===== config.mk =====
export PLATFORM = sky130hd
export DESIGN_NAME = alu_driver
export DESIGN_NICKNAME = d
export VERILOG_FILES = /design/src/rtl/alu_pkg.sv /design/src/rtl/alu_driver_encoder.sv /design/src/rtl/alu_driver.sv
export SDC_FILE = /design/constraint.sdc
export NUM_CORES = 1
export LEC_CHECK = 0
export ABC_AREA = 1
export CORE_MARGIN = 2
export CORE_UTILIZATION = 42
export DETAILED_ROUTE_END_ITERATION = 16
export PLACE_DENSITY = 0.8
export SLEW_MARGIN = 10
export SYNTH_ARGS = -nofsm -noshare
export SYNTH_HDL_FRONTEND = slang
export SYNTH_HIERARCHICAL = 1
export SYNTH_SLANG_ARGS = --single-unit

===== constraint.sdc =====
create_clock -name clk -period 1.64 [get_ports clk]
set_input_delay 0.246 -clock clk [delete_from_list [all_inputs] [get_ports clk]]
set_output_delay 0.246 -clock clk [all_outputs]
set_load 0.005 [all_outputs]

===== src/rtl/alu_pkg.sv =====
// ---------------------------------------------------------------------------
// alu_pkg
// Shared definitions for the ALU command driver:
//   - alu_op_e     : abstract operation codes accepted on the command port
//   - MODE_*       : ALU mode bytes {op_sel[4:0], cin, inv_b, inv_a}
//   - SEL_*        : op_sel field values inside the mode byte
//   - ST_*         : bit positions in the ALU status byte
//   - drv_state_e  : driver FSM states
//   - alu_golden() : reference ALU behaviour, compiled only when
//                    ALU_DRV_SELFCHECK_EN is defined
// ---------------------------------------------------------------------------
package alu_pkg;

    typedef enum logic [3:0] {
        OP_ADD   = 4'd0,
        OP_SUB   = 4'd1,
        OP_INC   = 4'd2,
        OP_DEC   = 4'd3,
        OP_AND   = 4'd4,
        OP_OR    = 4'd5,
        OP_XOR   = 4'd6,
        OP_NOTA  = 4'd7,
        OP_PASSA = 4'd8,
        OP_PASSB = 4'd9,
        OP_NEG   = 4'd10,
        OP_NAND  = 4'd11
    } alu_op_e;

    localparam logic [7:0] MODE_ADD   = 8'h08;
    localparam logic [7:0] MODE_SUB   = 8'h0E;
    localparam logic [7:0] MODE_INC   = 8'h0C;
    localparam logic [7:0] MODE_DEC   = 8'h0A;
    localparam logic [7:0] MODE_AND   = 8'h10;
    localparam logic [7:0] MODE_OR    = 8'h18;
    localparam logic [7:0] MODE_XOR   = 8'h20;
    localparam logic [7:0] MODE_NOTA  = 8'h29;
    localparam logic [7:0] MODE_PASSA = 8'h28;
    localparam logic [7:0] MODE_PASSB = 8'h30;
    localparam logic [7:0] MODE_NEG   = 8'h0D;
    localparam logic [7:0] MODE_NAND  = 8'h1B;

    // op_sel field (mode[7:3]) values
    localparam logic [4:0] SEL_ARITH = 5'd1;
    localparam logic [4:0] SEL_AND   = 5'd2;
    localparam logic [4:0] SEL_OR    = 5'd3;
    localparam logic [4:0] SEL_XOR   = 5'd4;
    localparam logic [4:0] SEL_PASSA = 5'd5;
    localparam logic [4:0] SEL_PASSB = 5'd6;

    localparam int ST_ZERO = 0;
    localparam int ST_OVF  = 1;
    localparam int ST_NEG  = 2;
    localparam int ST_PAR  = 3;

    typedef enum logic [1:0] {
        S_IDLE    = 2'd0,
        S_ISSUE   = 2'd1,
        S_CAPTURE = 2'd2,
        S_RESP    = 2'd3
    } drv_state_e;

`ifdef ALU_DRV_SELFCHECK_EN
    // Reference ALU: returns {parity, neg, ovf, zero, result[7:0]}.
    // Operand inversion and carry-in come from the low mode bits; op_sel
    // picks the function. Overflow is only meaningful for the adder.
    function automatic logic [11:0] alu_golden(input logic [7:0] a,
                                               input logic [7:0] b,
                                               input logic [7:0] mode);
        logic [7:0] ta;
        logic [7:0] tb;
        logic [7:0] sum;
        logic [7:0] r;
        logic       v;
        ta  = mode[0] ? ~a : a;
        tb  = mode[1] ? ~b : b;
        sum = ta + tb + {7'd0, mode[2]};
        v   = 1'b0;
        case (mode[7:3])
            SEL_ARITH: begin
                r = sum;
                v = (ta[7] == tb[7]) && (sum[7] != ta[7]);
            end
            SEL_AND:   r = ta & tb;
            SEL_OR:    r = ta | tb;
            SEL_XOR:   r = ta ^ tb;
            SEL_PASSA: r = ta;
            SEL_PASSB: r = tb;
            default:   r = 8'h00;
        endcase
        return {~^r, r[7], v, (r == 8'h00), r};
    endfunction
`endif

endpackage


===== src/rtl/alu_driver_encoder.sv =====
// ---------------------------------------------------------------------------
// alu_op_encoder
// Combinational map from an abstract opcode to the ALU mode byte.
// Ports:
//   op      in  4  operation code (alu_op_e)
//   b_zero  out 1  operand B must be forced to 0x00 (unary ops)
//   mode    out 8  ALU mode byte
//   illegal out 1  opcode 12..15, nothing is issued to the ALU
// ---------------------------------------------------------------------------
module alu_op_encoder
    import alu_pkg::*;
(
    input  logic [3:0] op,
    output logic       b_zero,
    output logic [7:0] mode,
    output logic       illegal
);

    // Opcode to mode-byte lookup; unknown codes flag illegal with a safe mode.
    always_comb begin
        b_zero  = 1'b0;
        mode    = MODE_PASSA;
        illegal = 1'b0;
        case (op)
            OP_ADD:   mode = MODE_ADD;
            OP_SUB:   mode = MODE_SUB;
            OP_INC:   begin mode = MODE_INC; b_zero = 1'b1; end
            OP_DEC:   begin mode = MODE_DEC; b_zero = 1'b1; end
            OP_AND:   mode = MODE_AND;
            OP_OR:    mode = MODE_OR;
            OP_XOR:   mode = MODE_XOR;
            OP_NOTA:  mode = MODE_NOTA;
            OP_PASSA: mode = MODE_PASSA;
            OP_PASSB: mode = MODE_PASSB;
            OP_NEG:   begin mode = MODE_NEG; b_zero = 1'b1; end
            OP_NAND:  mode = MODE_NAND;
            default:  illegal = 1'b1;
        endcase
    end

endmodule


===== src/rtl/alu_driver.sv =====
// ---------------------------------------------------------------------------
// alu_driver
// Command-side initiator for the registered 8-bit ALU. Accepts one abstract
// operation at a time, drives the ALU operand/mode bytes for one cycle,
// captures the registered result and status, and returns them on a
// valid/ready response port. Sequence: IDLE -> ISSUE -> CAPTURE -> RESP.
// Illegal opcodes skip the ALU and respond the cycle after acceptance.
//
// Ports:
//   clk, rst                  clock, synchronous active-high reset
//   cmd_valid/ready/op/a/b    command port
//   alu_a/b/mode              ALU operands and mode byte (registered)
//   alu_out, alu_status       ALU registered result and status
//   resp_valid/ready          response handshake
//   resp_data/flags/err       result, {parity,neg,ovf,zero}, error
//
// Configuration macro: ALU_DRV_SELFCHECK_EN -- when defined, a golden model
// checks each captured result and flags; a mismatch sets resp_err.
// ---------------------------------------------------------------------------
module alu_driver
    import alu_pkg::*;
(
    input  logic       clk,
    input  logic       rst,
    input  logic       cmd_valid,
    output logic       cmd_ready,
    input  logic [3:0] cmd_op,
    input  logic [7:0] cmd_a,
    input  logic [7:0] cmd_b,
    output logic [7:0] alu_a,
    output logic [7:0] alu_b,
    output logic [7:0] alu_mode,
    input  logic [7:0] alu_out,
    input  logic [7:0] alu_status,
    output logic       resp_valid,
    input  logic       resp_ready,
    output logic [7:0] resp_data,
    output logic [3:0] resp_flags,
    output logic       resp_err
);

    drv_state_e state_r;
    logic [7:0] alu_a_r;
    logic [7:0] alu_b_r;
    logic [7:0] alu_mode_r;
    logic [7:0] resp_data_r;
    logic [3:0] resp_flags_r;
    logic       resp_err_r;

    logic       enc_b_zero_s;
    logic [7:0] enc_mode_s;
    logic       enc_illegal_s;
    logic       arith_s;
    logic [3:0] cap_flags_s;
    logic       mismatch_s;
    logic       unused_status_s;

    alu_op_encoder u_enc (
        .op      (cmd_op),
        .b_zero  (enc_b_zero_s),
        .mode    (enc_mode_s),
        .illegal (enc_illegal_s)
    );

    // The ALU's overflow bit is only refreshed by the adder; for every other
    // op_sel value it is stale and must not reach the consumer.
    assign arith_s     = (alu_mode_r[7:3] == SEL_ARITH);
    assign cap_flags_s = {alu_status[ST_PAR], alu_status[ST_NEG],
                          alu_status[ST_OVF] & arith_s, alu_status[ST_ZERO]};
    assign unused_status_s = ^alu_status[7:4];

`ifdef ALU_DRV_SELFCHECK_EN
    logic [11:0] golden_s;
    logic [3:0]  golden_flags_s;

    // Golden result for the operands the ALU sampled during ISSUE.
    always_comb begin
        golden_s       = alu_golden(alu_a_r, alu_b_r, alu_mode_r);
        golden_flags_s = {golden_s[11], golden_s[10],
                          golden_s[9] & arith_s, golden_s[8]};
        if ((alu_out != golden_s[7:0]) || (cap_flags_s != golden_flags_s)) begin
            mismatch_s = 1'b1;
        end else begin
            mismatch_s = 1'b0;
        end
    end
`else
    assign mismatch_s = 1'b0;
`endif

    // Driver FSM plus ALU-side and response-side registers.
    always_ff @(posedge clk) begin
        if (rst) begin
            state_r      <= S_IDLE;
            alu_a_r      <= 8'h00;
            alu_b_r      <= 8'h00;
            alu_mode_r   <= MODE_PASSA;
            resp_data_r  <= 8'h00;
            resp_flags_r <= 4'h0;
            resp_err_r   <= 1'b0;
        end else begin
            case (state_r)
                S_IDLE: begin
                    if (cmd_valid) begin
                        if (enc_illegal_s) begin
                            // Nothing goes to the ALU; answer immediately.
                            resp_data_r  <= 8'h00;
                            resp_flags_r <= 4'h0;
                            resp_err_r   <= 1'b1;
                            state_r      <= S_RESP;
                        end else begin
                            alu_a_r    <= cmd_a;
                            alu_b_r    <= enc_b_zero_s ? 8'h00 : cmd_b;
                            alu_mode_r <= enc_mode_s;
                            state_r    <= S_ISSUE;
                        end
                    end
                end
                S_ISSUE: begin
                    state_r <= S_CAPTURE;
                end
                S_CAPTURE: begin
                    resp_data_r  <= alu_out;
                    resp_flags_r <= cap_flags_s;
                    resp_err_r   <= mismatch_s;
                    state_r      <= S_RESP;
                end
                S_RESP: begin
                    if (resp_ready) begin
                        state_r <= S_IDLE;
                    end
                end
                default: begin
                    state_r <= S_IDLE;
                end
            endcase
        end
    end

    assign cmd_ready  = (state_r == S_IDLE);
    assign resp_valid = (state_r == S_RESP);
    assign alu_a      = alu_a_r;
    assign alu_b      = alu_b_r;
    assign alu_mode   = alu_mode_r;
    assign resp_data  = resp_data_r;
    assign resp_flags = resp_flags_r;
    assign resp_err   = resp_err_r;

endmodule


* After elaboration in Yosys (flattened, before gate mapping)
Cells that the tools add are included.
** Word-level totals
- Register bits :: 39
- Input bits :: 40
- Output and inout port bits :: 39
- Word-level logic and storage cells :: 50
** Operators by class
- Eq/ne operators :: 18
- Bitwise logic cells :: 1
- Reductions and logical operators :: 8
- Muxes and demuxes :: 16
** Operator list (count)
- $pmux 6 s11 :: 1
- $mux 8 :: 3
- $eq 4x3->1 const B :: 4
- $eq 4x4->1 const B :: 4
- $pmux 8 s2 :: 1
- $reduce_or 12->1 :: 1
- $eq 4x2->1 const B :: 2
- $mux 4 :: 2
- $pmux 2 s4 :: 1
- $pmux 4 s2 :: 1
- $mux 2 :: 3
- $reduce_and 3->1 :: 2
- $eq 5x1->1 const B :: 1
- $eq 2x2->1 const B :: 2
- $eq 4x1->1 const B :: 1
- $logic_not 4->1 :: 1
- $ne 2x2->1 const B :: 2
- $mux 1 :: 3
- $reduce_or 3->1 :: 1
- $eq 2x1->1 const B :: 1
- $logic_not 2->1 :: 1
- $ne 2x1->1 const B :: 1
- $pmux 1 s2 :: 1
- $reduce_and 2->1 :: 1
- other kinds (2) :: 2

* Logic depth before layout (Yosys ltp)
Gate-level depths: netlist (run 1).
- Word-level depth :: 5
- Mapped depth :: 8
- Mapped depth without buffers :: 8

* Modules after synthesis
Netlist (run 1), hierarchy kept.
** Modules (own cells, without submodules)
- alu_driver :: seq. area each 780.7 um2, instances 1, area an instance 1644.1 um2, cells each 209
- alu_op_encoder :: seq. area each 0.0 um2, instances 1, area an instance 132.6 um2, cells each 30

* Worst setup path after synthesis (run 1)
OpenSTA, ideal clock, no wires.
- Path type :: register -> register
- Start point :: register state_r[1]
- End point :: register alu_a_r[0], in the netlist alu_a[0]
- Stages on the path, launching flop included :: 7
- Period minus slack after synthesis :: 1375 ps
- Data required time :: 1569 ps
- Arrival :: 1304 ps
- Slack :: 265 ps
- Path buffers :: 1
- Setup time :: 71 ps
- Cell sequence :: dfxtp_1 > inv_1 > ha_1 > nand3_4 > clkbuf_1 > nand2_1 > a21oi_2
** On the way
- Longest elaborated chain between the ends :: 2
** Ends and longest elaborated chain
- from (decl) :: RTL line alu_driver.sv:42 : drv_state_e state_r;
- from (signal assigned) :: RTL line alu_driver.sv:94 : state_r <= S_IDLE;
- from (signal assigned) :: RTL line alu_driver.sv:110 : state_r <= S_RESP;
- from (signal assigned) :: RTL line alu_driver.sv:115 : state_r <= S_ISSUE;
- $logic_not 2->1
- net cmd_ready :: RTL line alu_driver.sv:26 : output logic cmd_ready,
- $reduce_and 3->1 (no source line)
- to (signal assigned) :: RTL line alu_driver.sv:112 : alu_a_r <= cmd_a;
- to (decl) :: RTL line alu_driver.sv:43 : logic [7:0] alu_a_r;
The timed path passes the listed nets, and every way through them passes these cells.
A chain may end at the register's enable or synchronous reset.

* Worst setup path in the final report (run 1)
- Start point :: register state_r[1]
- End point :: output resp_valid
** On the way
- Longest elaborated chain between the ends :: 1
** Ends and longest elaborated chain
- $eq 2x2->1 :: RTL line alu_driver.sv:141 : assign resp_valid = (state_r == S_RESP);
- to (decl) :: RTL line alu_driver.sv:35 : output logic resp_valid,
No other way between the ends.

==> summary.md, run 1 <==
| Metric | Value |
|---|---|
| Status | completed |
| Worst skew pair latency | 0.29 ns |
| Final net count | 365 |
| Initial antenna violation count | 0 |
| Hold Worst Slack | 0.318 ns |
| Worst setup EP type | primary output |
| Proportion of layout cells with a drive suffix above 1 | 19.2% |
| Crit-path leading delay family | buffers and inverters |
| Synth Cell Area | 0.00178 mm2 |
| Buffers on Ports | 74 |
| Setup TNS | 0 ns |
| R2R Setup Slk | 0.25 ns |
| Critical path peak fanout | 4 |
| CP required | 1.39 ns |
| Crit path DAT | 1.33 ns |
| Crit path launch type | register |
| Total clock sinks | 39 |
| Synth Instances | 239 |
| CTS tree | built |
| Routed length per instance | 11.8 um |
| Core Rows | 23 |
| DIE AREA | 0.00477 mm2 |
| #FFs+latches synth | 39 |
| Max VDD drop | 0.991 mV |
| Pwr/cell area | 1320 mW/mm2 |
| Clock transition at path regs | 0.08 ns |
| Starting density of the core | 44.1% |
| Vias per cell | 4.82 |
| GPL Wtd Cong | 0.791 |
| Buffer depth of the longest clock path | 2 |
| DRC | 0 |
| Final Hold Vio Count | 0 |
| Final ANT Viol Nets | 0 |
| Leading cell types in the layout, fill and taps excluded | clkdlybuf4s50_1, nand2_1, dfxtp_1 |
| Yosys warns | 6 |
| Final Cycle Share | 95.8% |
| Syn avg cell area | 7.43 um2 |
| Vias after detailed routing | 1798 |
| Met2 wire length | 2010 um |
| Slowest cell on crit path | clkdlybuf4s50_1 |
| First-pass GRT wire length | 7650 um |
| Chip Width | 69.0 um |
| F_max | 0.636 GHz |
| Crit-path cells | ha_1 > clkdlybuf4s50_1 |
| Leakage power | 1.12 nW |
| CP Class | reg -> out |
| Area grow syn2layout | 56.5% |
| DP HPWL | 3200 um |
| RSZ-0062 raised after global routing | no |
| Max Cap Viol | 0 |
| Max Clock Skew | 0.00522 ns |
| DRT iter0 DRCs | 104 |
| Met1 Routed Length | 1930 um |
| Diode count | 0 |
| Final setup fails | 0 |
| H-tree depth | 2 |
| Global route total overflow | 0 |
| Clock buffer count from CTS | 5 |
| Boundary pin count | 79 |
| Largest net degree at the start of global routing | 18 |
| Slew Limit Fails | 0 |
| Critical Path Max Stage Delay | 0.50 ns |
| Vias in the first global route | 1706 |
| Min cycle time layout | 1.57 ns |
| Synth unique cells | 23 |
| Critical path buffers and inverters | 1 |
| Root buffer cell | clkbuf_8 |
| Placeable Area | 0.00403 mm2 |
| WL final | 4390 um |
| Global Route Usage Sum | 19.3% |
| Die Height | 69.0 um |
| Max Used Layer | met4 |
| Most common cell after layout, fill and taps aside | clkdlybuf4s50_1 |
| DRT Pass-1 Iters | 4 |
| Seq/Total Area, Yosys | 43.9% |
| Met3 wire len | 409 um |
| Hold Path Class | in -> reg |
-- layout make-up --
class,count,area [um2]
flip-flops and latches,39,782
multi-input cells,164,853
clock buffers,6,72.6
well taps,50,62.6
inverters,23,86.3
clock inverters,2,60.1
fillers,343,1250
repair buffers,89,863
-- sequential cells by signal (all words and copies together) (netlist names) --
name / flops
alu_b: 8
resp_err: 1
state_r: 2
resp_flags: 4
resp_data: 8
alu_a: 8
alu_mode: 8
-- routing by layer --
metal / track usage (%) / up-vias
li1: - / 910
met1: 23.7 / 811
met2: 31.2 / 71
met3: 8.19 / 6
met4: 4.58 / 0
met5: 0 / -
-- repair_timing --
| item | in CTS | in global routing |
|---|---|---|
| gates resized for setup | 2 | 5 |
| hold buffers | 0 | 0 |
| buffers inserted | 1 | 0 |
| pin swaps | 1 | 0 |
| setup endpoints to repair | 12 | 13 |
-- synthesized netlist by cell type (all sizes together) --
master   n  area (um2)
conb     1        3.75
nor2    19        71.3
o211ai   1        7.51
ha       3        37.5
nand4    1        6.26
clkbuf   5        18.8
dfxtp   39         781
nand2   77         319
or2      1        6.26
o21ai    6        30.0
o21a     2        15.0
buf      9        57.6
inv     23        86.3
a21oi   37         249
nand3   15        87.6
-- worst reg2reg max path, delay by kind of cell, from the launching register on --
family,cells,cell delay (ns)
buffers and inverters,4,0.51
adders and majority gates,1,0.14
AOI/OAI and AO/OA,1,0.13
DFF,1,0.33
and+or+nand+nor,2,0.20
-- cells by family after synthesis --
logic type,count (synthesis),share of synthesized area (%)
DFF,39,43.9
and+or+nand+nor,113,27.6
adders and majority gates,3,2.11
buffers and inverters,37,9.15
other,1,0.211
AOI/OAI and AO/OA,46,17.0
-- worst paths after layout --
kind,start,cells after the start,endpoint
hold reg to reg,resp_data[4]$_SDFFE_PP0P_,2,resp_data[4]$_SDFFE_PP0P_
setup reg to reg,state_r[0]$_SDFFE_PP0P_,8,alu_mode[2]$_SDFFE_PP0P_
setup / recovery,state_r[1]$_SDFFE_PP0P_,2,resp_valid
hold / removal,rst,2,resp_data[5]$_SDFFE_PP0P_
-- report_power, final --
| part | switching (W) | leakage (nW) | total, W | internal [W] |
|---|---|---|---|---|
| logic | 0.000753 | 0.731 | 0.00150 | 0.000742 |
| clock network | 0.000334 | 0.0654 | 0.000942 | 0.000608 |
| registers | 0.000100 | 0.318 | 0.00122 | 0.00112 |
-- metrics by stage --
stage          setup slack [ns]  cells  total power, W  util [%]  instance area (um2)
3_3_place_gp            -0.0334    364         0.00263      65.0                 2620
4_1_cts                 0.00629    373         0.00366      68.8                 2770
6_report                 0.0683    373         0.00366      69.0                 2780
3_5_place_dp            -0.0955    364         0.00266      65.0                 2620
2_1_floorplan             0.265    240         0.00202         -                 1780
5_1_grt                  0.0132    373         0.00389      69.0                 2780
(Power assumes the default switching activity.)
==> run 2, diff against run 1 <==
Settings changed: CORE_UTILIZATION 42 to 43, CTS_BUF_LIST from default to sky130_fd_sc_hd__clkbuf_4, MAX_ROUTING_LAYER from default to met4, PLACE_DENSITY 0.8 to 0.82.
==> run 2 against run 1 <==
Net effect:
- die area is 2.2% lower
- routed wire length is 1.8% lower
- largest power group unchanged
- non-clock buffer count is 1 lower
- clock power is 30% lower
- clock skew is 0.0072 ns higher
- first-iteration DRC count is 26% lower
==> summary.md, run 2 (synthesis gave the netlist of run 1 again) <==
| Metric | Value |
|---|---|
| Status | completed (unchanged) |
| Design Area, Final | 0.00273 mm2 (was 0.00278 mm2) |
| Global route total overflow | 0 (unchanged) |
| Die Height | 68.3 um (was 69.0 um) |
| Clock power share | 19.3% (was 25.8%) |
| Largest net degree at the start of global routing | 19 (was 18) |
| Diode count | 0 (unchanged) |
| Critical path buffers and inverters | 1 (unchanged) |
| GPL Wtd Cong | 0.746 (was 0.791) |
| Reg power frac | 35.3% (was 33.3%) |
| Vias in the first global route | 1528 (was 1706) |
| Switching portion of total power | 35.0% (was 32.5%) |
| R2R Setup Slk | 0.18 ns (was 0.25 ns) |
| Chip Width | 68.3 um (was 69.0 um) |
| Global Route Usage Sum | 19.7% (was 19.3%) |
| Worst Hold Depth | 2 (unchanged) |
| Routed length per instance | 11.6 um (was 11.8 um) |
| Leading cell types in the layout, fill and taps excluded | clkdlybuf4s50_1, nand2_1, dfxtp_1 (unchanged) |
| Min cycle time layout | 1.49 ns (was 1.57 ns) |
| Number of fill cells in the layout | 366 (was 343) |
| Max VDD drop | 0.714 mV (was 0.991 mV) |
| CP Class | reg -> out (unchanged) |
| Final setup fails | 0 (unchanged) |
| DP HPWL | 3010 um (was 3200 um) |
| Starting density of the core | 44.4% (was 44.1%) |
| Placeable Area | 0.00400 mm2 (was 0.00403 mm2) |
| CTS tree | built (unchanged) |
| Final Hold Vio Count | 0 (unchanged) |
| Core Rows | 23 (unchanged) |
| Worst hold start | rst (unchanged) |
| DRT Pass-1 Iters | 4 (unchanged) |
| End of the worst register-to-register path | alu_mode[0]$_SDFFE_PP0P_ (was alu_mode[2]$_SDFFE_PP0P_) |
| F_max | 0.669 GHz (was 0.636 GHz) |
| Crit path DAT | 1.25 ns (was 1.33 ns) |
| Hold Worst Slack | 0.283 ns (was 0.318 ns) |
| Comb pwr share | 45.4% (was 40.9%) |
| Final Cycle Share | 91.2% (was 95.8%) |
| Clock buffer count from CTS | 5 (unchanged) |
| Crit path launch type | register (unchanged) |
| Hold Path Class | in -> reg (unchanged) |
| Reg2Reg Depth | 9 (was 8) |
| H-tree depth | 2 (unchanged) |
| Worst setup EP type | primary output (unchanged) |
| Final net count | 364 (was 365) |
| Crit-path leading delay family | buffers and inverters (unchanged) |
| RSZ-0062 raised after global routing | no (unchanged) |
| First-pass GRT wire length | 6730 um (was 7650 um) |
| Boundary pin count | 79 (unchanged) |
| Initial antenna violation count | 0 (unchanged) |
| WL final | 4310 um (was 4390 um) |
| Worst Hold Path EP | alu_a[5]$_SDFFE_PP0P_ (was resp_data[5]$_SDFFE_PP0P_) |
| Leakage power | 1.11 nW (was 1.12 nW) |
| Vias after detailed routing | 1752 (was 1798) |
| Area grow syn2layout | 53.9% (was 56.5%) |
| Setup TNS | 0 ns (unchanged) |
| Vias per cell | 4.71 (was 4.82) |
| Clock transition at path regs | 0.13 ns (was 0.08 ns) |
| Final ANT Viol Nets | 0 (unchanged) |
| Critical Path Max Stage Delay | 0.53 ns (was 0.50 ns) |
| Max Cap Viol | 0 (unchanged) |
| Slew Limit Fails | 0 (unchanged) |
| Slowest cell on crit path | clkdlybuf4s50_1 (unchanged) |
| Buffers on Ports | 74 (unchanged) |
| Pint | 0.00223 W (was 0.00247 W) |
| Worst skew pair latency | 0.36 ns (was 0.29 ns) |
| Sw power | 0.00120 W (was 0.00119 W) |
| Buffer depth of the longest clock path | 2 (unchanged) |
| CP required | 1.39 ns (about the same) |
| DRC | 0 (unchanged) |
| Crit-path cells | clkdlybuf4s50_1 (was ha_1 > clkdlybuf4s50_1) |
| Pwr/cell area | 1260 mW/mm2 (was 1320 mW/mm2) |
| DIE AREA | 0.00466 mm2 (was 0.00477 mm2) |
| Most common cell after layout, fill and taps aside | clkdlybuf4s50_1 (unchanged) |
| Proportion of layout cells with a drive suffix above 1 | 19.6% (was 19.2%) |
| Area post-placement | 0.00260 mm2 (was 0.00262 mm2) |
| Critical path peak fanout | 3 (was 4) |
| DRT iter0 DRCs | 77 (was 104) |
| R2r startpoint | state_r[0]$_SDFFE_PP0P_ (unchanged) |
| Total clock sinks | 39 (unchanged) |
| Root buffer cell | clkbuf_4 (was clkbuf_8) |
| Max Clock Skew | 0.0125 ns (was 0.00522 ns) |
run 2: cell types whose count changed in the layout (fill, tap and decap cells not counted), sizes merged:
cell / previous run / this run
clkinv: 0 / 2
buf: 16 / 15
bufinv: 2 / 1
clkbuf: 6 / 5
clkdlybuf4s50: 72 / 71
dlygate4sd2: 0 / 1
run 2: through the flow:
step / total power, W / setup slack [ns] / std cells / util [%]
after floorplan: 0.00202 / 0.265 / 240 / -
after global placement: 0.00261 / -0.0730 / 361 / 64.9
after detailed placement: 0.00262 / -0.118 / 361 / 64.9
after CTS: 0.00344 / 0.00262 / 372 / 68.3
after global routing: 0.00365 / 0.0753 / 372 / 68.3
final: 0.00343 / 0.145 / 372 / 68.3
run 2: worst max-delay path by stage:
stage                              from                          to  slack (ns)  depth (start not counted)
3_5_place_dp                  cmd_op[3]   resp_data[2]$_SDFFE_PP0P_       -0.12                          8
3_3_place_gp                  cmd_op[3]  resp_flags[0]$_SDFFE_PP0P_       -0.07                          8
5_1_grt        alu_mode[3]$_SDFFE_PP1P_                 alu_mode[3]        0.08                          1
4_1_cts         state_r[1]$_SDFFE_PP0P_                  resp_valid       0.003                          2
2_1_floorplan   state_r[1]$_SDFFE_PP0P_       alu_a[0]$_SDFFE_PP0P_        0.27                          6
6_report       alu_mode[3]$_SDFFE_PP1P_                 alu_mode[3]        0.15                          1
run 2: per-layer routing:
metal / share of wire (%) / vias to the layer above / global-route usage, %
li1: - / 913 / -
met1: 45 / 764 / 23.9
met2: 46 / 68 / 31.1
met3: 8.4 / 7 / 6.91
met4: 0.91 / 0 / 5.25
met5: 0 / - / -
run 2: area by class of cell:
| class | instances | area (um2) | area share, % |
|---|---|---|---|
| Clock buffer | 5 | 37.5 | 1.37 |
| Clock inverter | 3 | 43.8 | 1.60 |
| Inverter | 23 | 86.3 | 3.16 |
| Multi-Input combinational cell | 164 | 853 | 31.2 |
| Sequential cell | 39 | 783 | 28.6 |
| Tap cell | 50 | 62.6 | 2.29 |
| Timing Repair Buffer | 88 | 867 | 31.7 |
run 2: timing repair:
item                                    4_1_cts  5_1_grt
resized for setup                             8        1
pin swaps                                     1        0
endpoints found under the setup margin       13        1
hold buffers                                  0        0
buffers inserted                              3        0
endpoints found under the hold margin         0        0
run 2: power by group through the flow:
stage	logic, W	clock network [W]	registers, W
floorplan	0.000789	0	0.00123
global placement	0.00138	0	0.00122
detailed placement	0.00139	0	0.00123
CTS	0.00155	0.000683	0.00121
global route	0.00170	0.000716	0.00124
finish	0.00156	0.000662	0.00121
